--- src/rtl/fifo_uart_tx.sv ---
// fifo_uart_tx: drains a show-ahead 8-bit byte FIFO and serialises each byte
// onto a UART TX line, 8N1, LSB first. Each frame is paced at CLKS_PER_BIT
// clocks per bit, and at least one idle cycle separates frames.
//
// Optional feature: define UART_PARITY_EN to insert a parity bit between the
// data bits and the stop bit. PARITY_ODD = 0 selects even parity and
// PARITY_ODD = 1 selects odd parity.
//
// Ports:
//   clk        system clock, rising edge
//   rst        asynchronous active-high reset
//   fifo_empty FIFO empty flag; fifo_data is valid while low
//   fifo_data  show-ahead FIFO head word
//   fifo_rd_en registered one-cycle pop request
//   tx         serial line, idles high
//   busy       high whenever a frame is in progress
//   tx_done    one-cycle pulse when a stop bit completes
module fifo_uart_tx #(
    parameter int unsigned CLKS_PER_BIT = 16,
    parameter int unsigned PARITY_ODD   = 0
) (
    input  logic       clk,
    input  logic       rst,
    input  logic       fifo_empty,
    input  logic [7:0] fifo_data,
    output logic       fifo_rd_en,
    output logic       tx,
    output logic       busy,
    output logic       tx_done
);

    localparam int unsigned     CNT_W   = $clog2(CLKS_PER_BIT);
    localparam logic [CNT_W-1:0] CNT_MAX = CNT_W'(CLKS_PER_BIT - 1);

    localparam logic [2:0] IDLE   = 3'd0;
    localparam logic [2:0] START  = 3'd1;
    localparam logic [2:0] DATA   = 3'd2;
    localparam logic [2:0] STOP   = 3'd3;
`ifdef UART_PARITY_EN
    localparam logic [2:0] PARITY = 3'd4;
`endif

    // Reject parameter values the datapath cannot honour.
    generate
        if (CLKS_PER_BIT < 2) begin : g_bad_cpb
            $error("fifo_uart_tx: CLKS_PER_BIT must be at least 2");
        end
        if (PARITY_ODD > 1) begin : g_bad_parity
            $error("fifo_uart_tx: PARITY_ODD must be 0 or 1");
        end
    endgenerate

    logic [2:0]       state, state_nxt;
    logic [CNT_W-1:0] cnt, cnt_nxt;
    logic [2:0]       bit_idx, bit_nxt;
    logic [7:0]       shift_reg, shift_nxt;
    logic             tx_nxt, busy_nxt, rd_en_nxt, done_nxt;
    logic             bit_end;
`ifdef UART_PARITY_EN
    logic             par_q, par_nxt;
`endif

    assign bit_end = (cnt == CNT_MAX);

    // State and registered outputs.
    always_ff @(posedge clk or posedge rst) begin
        if (rst) begin
            state      <= IDLE;
            cnt        <= '0;
            bit_idx    <= '0;
            shift_reg  <= '0;
            tx         <= 1'b1;
            busy       <= 1'b0;
            fifo_rd_en <= 1'b0;
            tx_done    <= 1'b0;
`ifdef UART_PARITY_EN
            par_q      <= 1'b0;
`endif
        end else begin
            state      <= state_nxt;
            cnt        <= cnt_nxt;
            bit_idx    <= bit_nxt;
            shift_reg  <= shift_nxt;
            tx         <= tx_nxt;
            busy       <= busy_nxt;
            fifo_rd_en <= rd_en_nxt;
            tx_done    <= done_nxt;
`ifdef UART_PARITY_EN
            par_q      <= par_nxt;
`endif
        end
    end

    // Next-state and next-output logic; tx_nxt is the level for the coming cycle.
    always_comb begin
        state_nxt = state;
        cnt_nxt   = cnt;
        bit_nxt   = bit_idx;
        shift_nxt = shift_reg;
        tx_nxt    = tx;
        busy_nxt  = busy;
        rd_en_nxt = 1'b0;
        done_nxt  = 1'b0;
`ifdef UART_PARITY_EN
        par_nxt   = par_q;
`endif

        // Baud counter free-runs inside a frame and wraps on each bit boundary.
        if (state != IDLE) begin
            cnt_nxt = bit_end ? '0 : cnt + CNT_W'(1);
        end

        case (state)
            IDLE: begin
                tx_nxt   = 1'b1;
                busy_nxt = 1'b0;
                if (!fifo_empty) begin
                    // Head word is captured now; the pop lands one edge later.
                    shift_nxt = fifo_data;
                    rd_en_nxt = 1'b1;
                    cnt_nxt   = '0;
                    tx_nxt    = 1'b0;
                    busy_nxt  = 1'b1;
                    state_nxt = START;
`ifdef UART_PARITY_EN
                    par_nxt   = (^fifo_data) ^ 1'(PARITY_ODD);
`endif
                end
            end
            START: begin
                if (bit_end) begin
                    bit_nxt   = '0;
                    tx_nxt    = shift_reg[0];
                    state_nxt = DATA;
                end
            end
            DATA: begin
                if (bit_end) begin
                    shift_nxt = {1'b0, shift_reg[7:1]};
                    if (bit_idx == 3'd7) begin
`ifdef UART_PARITY_EN
                        tx_nxt    = par_q;
                        state_nxt = PARITY;
`else
                        tx_nxt    = 1'b1;
                        state_nxt = STOP;
`endif
                    end else begin
                        bit_nxt = bit_idx + 3'd1;
                        tx_nxt  = shift_reg[1];
                    end
                end
            end
`ifdef UART_PARITY_EN
            PARITY: begin
                if (bit_end) begin
                    tx_nxt    = 1'b1;
                    state_nxt = STOP;
                end
            end
`endif
            STOP: begin
                if (bit_end) begin
                    done_nxt  = 1'b1;
                    busy_nxt  = 1'b0;
                    state_nxt = IDLE;
                end
            end
            default: begin
                tx_nxt    = 1'b1;
                busy_nxt  = 1'b0;
                state_nxt = IDLE;
            end
        endcase
    end

endmodule

--- config.mk ---
export PLATFORM = sky130hd
export DESIGN_NAME = fifo_uart_tx
export DESIGN_NICKNAME = d
export VERILOG_FILES = /design/src/rtl/fifo_uart_tx.sv
export SDC_FILE = /design/constraint.sdc
export NUM_CORES = 1
export LEC_CHECK = 0
export BUFFER_PORTS_ARGS = -buffer_cell sky130_fd_sc_hd__buf_2
export CAP_MARGIN = 25
export CORE_UTILIZATION = 60
export CTS_CLUSTER_DIAMETER = 40
export DETAILED_ROUTE_END_ITERATION = 6
export PLACE_DENSITY_LB_ADDON = 0.12
export SLEW_MARGIN = 5
export SYNTH_ARGS = -nofsm -noshare
export SYNTH_HDL_FRONTEND = slang
export SYNTH_SLANG_ARGS = --single-unit
--- constraint.sdc ---
create_clock -name clk -period 4.95 [get_ports clk]
set_clock_uncertainty 0.2 [all_clocks]
set_input_delay 1.485 -clock clk [delete_from_list [all_inputs] [get_ports clk]]
set_output_delay 1.485 -clock clk [all_outputs]
set_load 0.005 [all_outputs]
Yosys cells after proc, flatten, opt, wreduce, memory -nomap -nowiden:

Index checks and enable logic that the tools add are counted.

* bitwise logic cells: 2
* add/sub/neg operators: 2
* equal/unequal tests: 11
* multiplexer cells: 27
* reductions and logical operators: 10

Operators with widths (number)
* 2-to-1 mux 3 bit: 7
* 2-to-1 mux 4 bit: 4
* 2-to-1 mux 8 bit: 2
* case mux 8 bit (2 select lines): 1
* != test 2 bit (second input constant): 6
* case mux 3 bit (4 select lines): 1
* 2-to-1 mux 1 bit: 9
* equality test 3 x 2 -> 1 bit (second input constant): 2
* case mux 3 bit (2 select lines): 1
* AND reduction 3 bit: 2
* AND reduction 5 bit: 1
* adder 4 x 1 -> 4 bit (second input constant): 1
* equality test 4 bit (second input constant): 1
* case mux 1 bit (4 select lines): 1
* AND reduction 4 bit: 1
* nonzero test 2 bit: 2
* adder 3 x 1 -> 3 bit (second input constant): 1
* equality test 3 x 1 -> 1 bit (second input constant): 1
* equality test 3 bit (second input constant): 1
* logical NOT 3 bit: 1
* case mux 1 bit (3 select lines): 1
* nonzero test 3 bit: 1
* NOT 1 bit: 2
* AND reduction 2 bit: 1
* OR reduction 2 bit: 1

* word-level logic and storage cells: 60
* input port bits: 11
* flip-flop bits (word level): 22

Depth between registers and ports, before layout:

Gate-level depths: netlist of the first run.

* depth after elaboration: 5
* gate-level depth with buffers: 7
* depth with buffers taken out: 5

Worst setup path before layout of the first run:

No wires, ideal clock.

* path kind: input port to flip-flop
* start point: input fifo_empty
* end point: register shift_reg[0]
* setup slack: 2.234 ns
* stages: 3
* data arrival time: 2.392 ns
* path through: and2_1 a211oi_4 mux2_2

* word-level cells in the longest chain between the ends: 2

Ends and longest elaborated chain
* start, declared: line 24 `input logic fifo_empty,`
* != test 2 bit (no line)
* AND reduction 3 bit (no line)
* end signal, assigned: line 83 `shift_reg <= shift_nxt;`
* end, declared: line 56 `logic [7:0] shift_reg, shift_nxt;`

No other way between the ends.
A chain may end at the register's enable or synchronous reset.

Worst setup path after layout of the first run:

* start point: input fifo_empty
* end point: register shift_reg[5]

Same word-level chain as after synthesis.

==> results of run 1 <==
-- final cells by class --
| cell class | instances | area share (%) |
|---|---|---|
| Clock buffer | 4 | 2.11 |
| Sequential cell | 21 | 42.2 |
| Multi-Input combinational cell | 68 | 45.7 |
| Tap cell | 25 | 2.51 |
| Timing Repair Buffer | 14 | 5.62 |
| Inverter | 6 | 1.81 |
-- worst register-to-register path: stages (launching register included) --
cell and delay, ps:
dfrtp_1 430, inv_1 100, ha_1 640, nor2_1 180
a211oi_4 420, mux2_2 390
-- logic make-up after synthesis --
logic type,after synthesis,synth area share [%]
flip-flops,21,46.6
multiplexers,17,16.9
buffers and inverters,8,2.88
adder cells (fa/ha/maj),8,8.86
AO/OA/AOI/OAI,23,14.5
AND/OR/NAND/NOR,20,10.2
-- final timing paths --
kind / to / slack [ps] / depth (start not counted)
setup / recovery: shift_reg[5]$_DFFE_PP0P_ / 2320 / 4
hold / removal: cnt[0]$_DFF_PP0_ / 300 / 1
setup reg to reg: shift_reg[5]$_DFFE_PP0P_ / 2480 / 5
hold reg to reg: cnt[0]$_DFF_PP0_ / 300 / 1
max in group asynchronous: state[1]$_DFFE_PP0P_ / 2950 / 2
min in group asynchronous: busy$_DFFE_PP0P_ / 1110 / 2
-- layer usage --
metal / routed length [um] / up-vias / part of all wire, %
met5: 0 / - / 0
met4: 0 / 0 / 0
met3: 44 / 0 / 2.3
met2: 953 / 9 / 50
met1: 893 / 359 / 47
li1: - / 389 / -
-- synthesized netlist by cell type (all sizes together) (2+ instances only) --
master  count
dfrtp      20
mux2       17
ha          8
o21ai       8
inv         6
nand3       5
a21oi       4
nor2        4
a22o        3
and2        3
nand2       3
buf         2
o211ai      2
-- power breakdown --
part / internal, mW / switching (mW) / total, mW
Sequential: 0.248 / 0.0530 / 0.301
Combinational: 0.197 / 0.180 / 0.377
Clock: 0.0313 / 0.0510 / 0.0823
Total: 0.476 / 0.284 / 0.760
-- per-stage QoR --
stage / hold slack (ps) / util (%) / power (mW) / area, sq um / worst slack (ps)
finish: 298 / 71.5 / 0.760 / 1250 / 2320
global route: 332 / 71.5 / 0.821 / 1250 / 2270
CTS: 299 / 71.5 / 0.766 / 1250 / 2310
detailed placement: 282 / 70.0 / 0.685 / 1220 / 1990
global placement: 278 / 70.0 / 0.664 / 1220 / 2040
floorplan: 261 / - / 0.603 / 1130 / 2230
==> impl_results.md, run 1 <==
* Outcome: finished, final reports clean
* Worst R2R Start: state[0]$_DFFE_PP0P_
* Most common cell after layout, fill and taps aside: dfrtp_1
* Crit path buf inv count at 1
* Worst-margin pin slew at 780 ps
* Number of global-route vias before repair at 708
* CTS root buf: clkbuf_4
* Worst endpoint data arrival time at 2610 ps
* Ant diodes at 0
* Slowest-stage cell, CP: a211oi_4
* Max Cap Viol at 0
* Crit-path max cell delay at 430 ps
* Synth top area share at 44.3%
* Inserted Clock Buffers at 3
* Critical Path RT at just under 5000 ps
* Clock Tree Buf Depth at 2
* DP Wirelength at 1440 um
* Synth area leader: dfrtp_1
* Unrepaired setup endpoints after global routing: false
* Vias at roughly 760
* Worst Path Class, Setup: in2reg
* CP delay by family, top: compound AO/OA/AOI/OAI gates
* Power Density at around 600 nW/um^2
* Initial Utilization at 64.7%
* Die H at 45.4 um
* Synth Flop Type: dfrtp_1
* Setup TNS at 0 ps
* Final worst path period share at 53.1%
* Placer Congestion at 0.761
* Synthesized cell area at 1130 sq um
* P_leak at 0.569 nW
* Synth area leaders: dfrtp_1, mux2_2, ha_1, o21ai_0, dfstp_2
* Fin. Hold Viols at 0
* Worst Hold Launch: cnt[0]$_DFF_PP0_
* Clock Latency Late Sink at 300 ps
* Setup Buffers After CTS at 0
* Tot GR Track Use at 21.2%
* Critical path startpoint: fifo_empty
* Drt via density at 5.49
* DR iter-0 viols at 7
* First-pass GRT wire length at 3110 um
* Final std cells w/o fill at 138
* Sink Count at 21
* Syn Nets at 116
* Gr ovfl total at 0
* Final Max Tran Viols at 0
* Post-synthesis average cell area at between 10 and 15 sq um
* CTS HTree Levels at 1
* Synthesis-to-finish area growth at 10.4%
* Number of synthesized flops with an enable pin at 0
* Multi-input gate area at 571 sq um
* Max reg flops at 8
* Die area at between 2000 and 2500 sq um
* Filler Cell Count at 146
* Async SR Flop Fraction at 100%
* Die X at 45.4 um
* DRC at 0
* Layout cell share with drive strength beyond 1 at 35.4%
* Crit path time final at approximately 2600 ps
* CP cell instances: buf_2, and2_1, a211oi_4, mux2_2
* Flops & latches, synth at 21
* M1 GR Usage at around 28%
* DRT antenna net count at 0
* # IOs at 15
* # setup viols final at 0
* Peak VDD IR at 0.000424 V
* CTS tree: built
* Warnings from Yosys at 0
* Cells after synthesis at 97
* Fmax at 0.381 GHz
* Setup crit end kind: flop
* WL final at 1890 um
* Max_slew headroom at ~48%
* CTS resizes at 0
* Sequential-to-total area share from yosys stat at between 40% and 50%
* DR WL/cell at between 10 and 15 um
* GR peak layer: met2
* Final Net Count at 133
* # placed instances at 134
* Register area at 527 sq um
* Startpoint types: primary input
* # rows at 15
* Commonest cells after routing, fill and taps aside: dfrtp_1, mux2_2, buf_2
* CP max FO at 8
* Largest net degree at the start of global routing at 22
* Initial antenna violation count at 0
* Clk pin slew, worst setup/hold paths at 120 ps
* M3 GR Usage at 3.57%
* Met2 usage at 36.0%
* Buffers on Ports at 14
* Hold crit path type: reg2reg
* Core ar. at approximately 1700 sq um
* 1st-pass router iterations at 4
* Hold Buf Count CTS at 0
* Cell variety after synth at 27
Note: power is estimated with default switching activity, not from simulation.
==> run 2, diff against run 1 <==
CORE_ASPECT_RATIO = 1.5   (was unset)
CORE_UTILIZATION = 50   (was 60)
clock period = 2.15 ns   (was 4.95 ns; I/O delays follow)
==> run 2 against run 1 <==
Effect of this change:
- power increased by 150%
- combinational power grew to 2.7 times the previous value
- sequential share of layout area decreased by 1.6 points
- cell area rose by 4.0%
- highest routed layer is now met4
==> impl_results.md, run 2 (synthesized netlist as in run 1, its figures left out) <==
* DR WL/cell at 15.0 um
* Worst endpoint data arrival time at 1990 ps
* Hold crit path type: in2async
* Final worst path period share at roughly 92%
* Highest routed layer: met4
* Initial antenna violation count at 0
* WL final at ~2100 um
* Unrepaired setup endpoints after global routing: false
* Final Max Tran Viols at 0
* Metal-1 WL at around 860 um
* Routed wl met2 at 1170 um
* DRT antenna net count at 0
* Startpoint types: flop
* First-pass GRT wire length at 3340 um
* Max reg flops at 8
* CTS root buf: clkbuf_4
* CTS HTree Levels at 1
* DRC at 0
* Initial Utilization at 54.4%
* Final Net Count at approximately 140
* Dpl cell area at ~1200 sq um
* 1st-pass router iterations at 4
* Drt via density at 5.73
* Die H at ~60 um
* Ant diodes at 0
* Clk pin slew, worst setup/hold paths at between 100 and 150 ps
* Max_slew headroom at 72.6%
* DR iter-0 viols at 20
* # rows at 20
* Die X at 40.8 um
* Vias at 802
* Largest net degree at the start of global routing at 13
* Worst-margin pin slew at 410 ps
* Clock Tree Buf Depth at 2
* Buffers on Ports at 14
* DP Wirelength at 1570 um
* Tot GR Track Use at 20.4%
* Gr ovfl total at 0
* Peak VDD IR at between 0.0007 and 0.0008 V
* Synthesis-to-finish area growth at 14.8%
* Fmax at 0.504 GHz
* Sink Count at 21
* Die area at 2460 sq um
* Fin. Hold Viols at 0
* Most common cell after layout, fill and taps aside: dfrtp_1
* Setup crit end kind: flop
* Max Cap Viol at 0
* CTS tree: built
* Layout cell share with drive strength beyond 1 at between 30 and 40%
* P_leak at between 0.5 and 0.6 nW
* Crit path time final at 1980 ps
* Placer Congestion at a little over 0.8
* Setup TNS at 0 ps
* CP max FO at 8
* Number of global-route vias before repair at 799
* Commonest cells after routing, fill and taps aside: dfrtp_1, mux2_2, buf_2
* # IOs at 15
* Clock Latency Late Sink at 300 ps
* Power Density at 1460 nW/um^2
* Routed wl met3 at 48 um
* Inserted Clock Buffers at 3
* # setup viols final at 0
* Critical Path RT at 2150 ps
* Final instance area at 1300 sq um
* Core ar. at between 2000 and 2500 sq um
* Worst Path Class, Setup: reg2reg
* Outcome: finished, final reports clean
==> run 2: metal layers <==
| layer | vias to the layer above | track usage (%) |
|---|---|---|
| li1 | 393 | - |
| met5 | - | 0 |
| met3 | 2 | 3.35 |
| met2 | 15 | 35.0 |
| met4 | 0 | 10.0 |
| met1 | 392 | 22.6 |
==> run 2: stage by stage <==
step / setup WS (ps) / power, mW / cells / hold WS [ps] / utilization (%)
detailed placement: 34.1 / 1.62 / 135 / 291 / 60.1
global placement: 63.4 / 1.58 / 135 / 282 / 60.1
global route: 80.8 / 2.04 / 140 / 127 / 62.5
floorplan: 201 / 1.39 / 97 / 261 / -
CTS: 44.4 / 1.82 / 139 / 118 / 61.4
finish: 167 / 1.89 / 140 / 102 / 62.5
==> run 2: final cells by class <==
cell class	count	area (sq um)
Clock buffer	3	22.5
Clock inverter	1	5.00
Fill cell	181	779
Inverter	6	22.5
Multi-Input combinational cell	68	573
Sequential cell	21	527
Tap cell	22	27.5
Timing Repair Buffer	19	120
==> run 2: worst max-delay path, cell delays in order, from the launching register on <==
cell,delay [ps]
dfrtp_1,430
inv_1,120
ha_2,280
nor2_1,100
a211oi_4,260
buf_12,160
mux2_2,330
==> run 2: repair_timing <==
item                       4_1_cts  5_1_grt
hold buffers                     0        0
setup endpoints to repair        0        7
gates resized for setup          0        1
setup buffers                    0        1
==> run 2: power breakdown <==
group | switching [mW] | leakage (nW) | internal [mW]
registers | 0.126 | 0.261 | 0.570
clock network | 0.125 | 0.0177 | 0.0694
logic | 0.453 | 0.320 | 0.549
total | 0.704 | 0.599 | 1.19
==> run 2: final timing paths <==
path | start | endpoint | slack (ps) | cells after the start
setup / recovery | state[0]$_DFFE_PP0P_ | shift_reg[0]$_DFFE_PP0P_ | 170 | 6
hold / removal | rst | shift_reg[2]$_DFFE_PP0P_ | 100 | 2
setup reg to reg | state[0]$_DFFE_PP0P_ | shift_reg[0]$_DFFE_PP0P_ | 170 | 6
hold reg to reg | busy$_DFFE_PP0P_ | busy$_DFFE_PP0P_ | 320 | 1
max in group asynchronous | rst | shift_reg[6]$_DFFE_PP0P_ | 1160 | 3
min in group clk | fifo_empty | fifo_rd_en$_DFF_PP0_ | 310 | 2
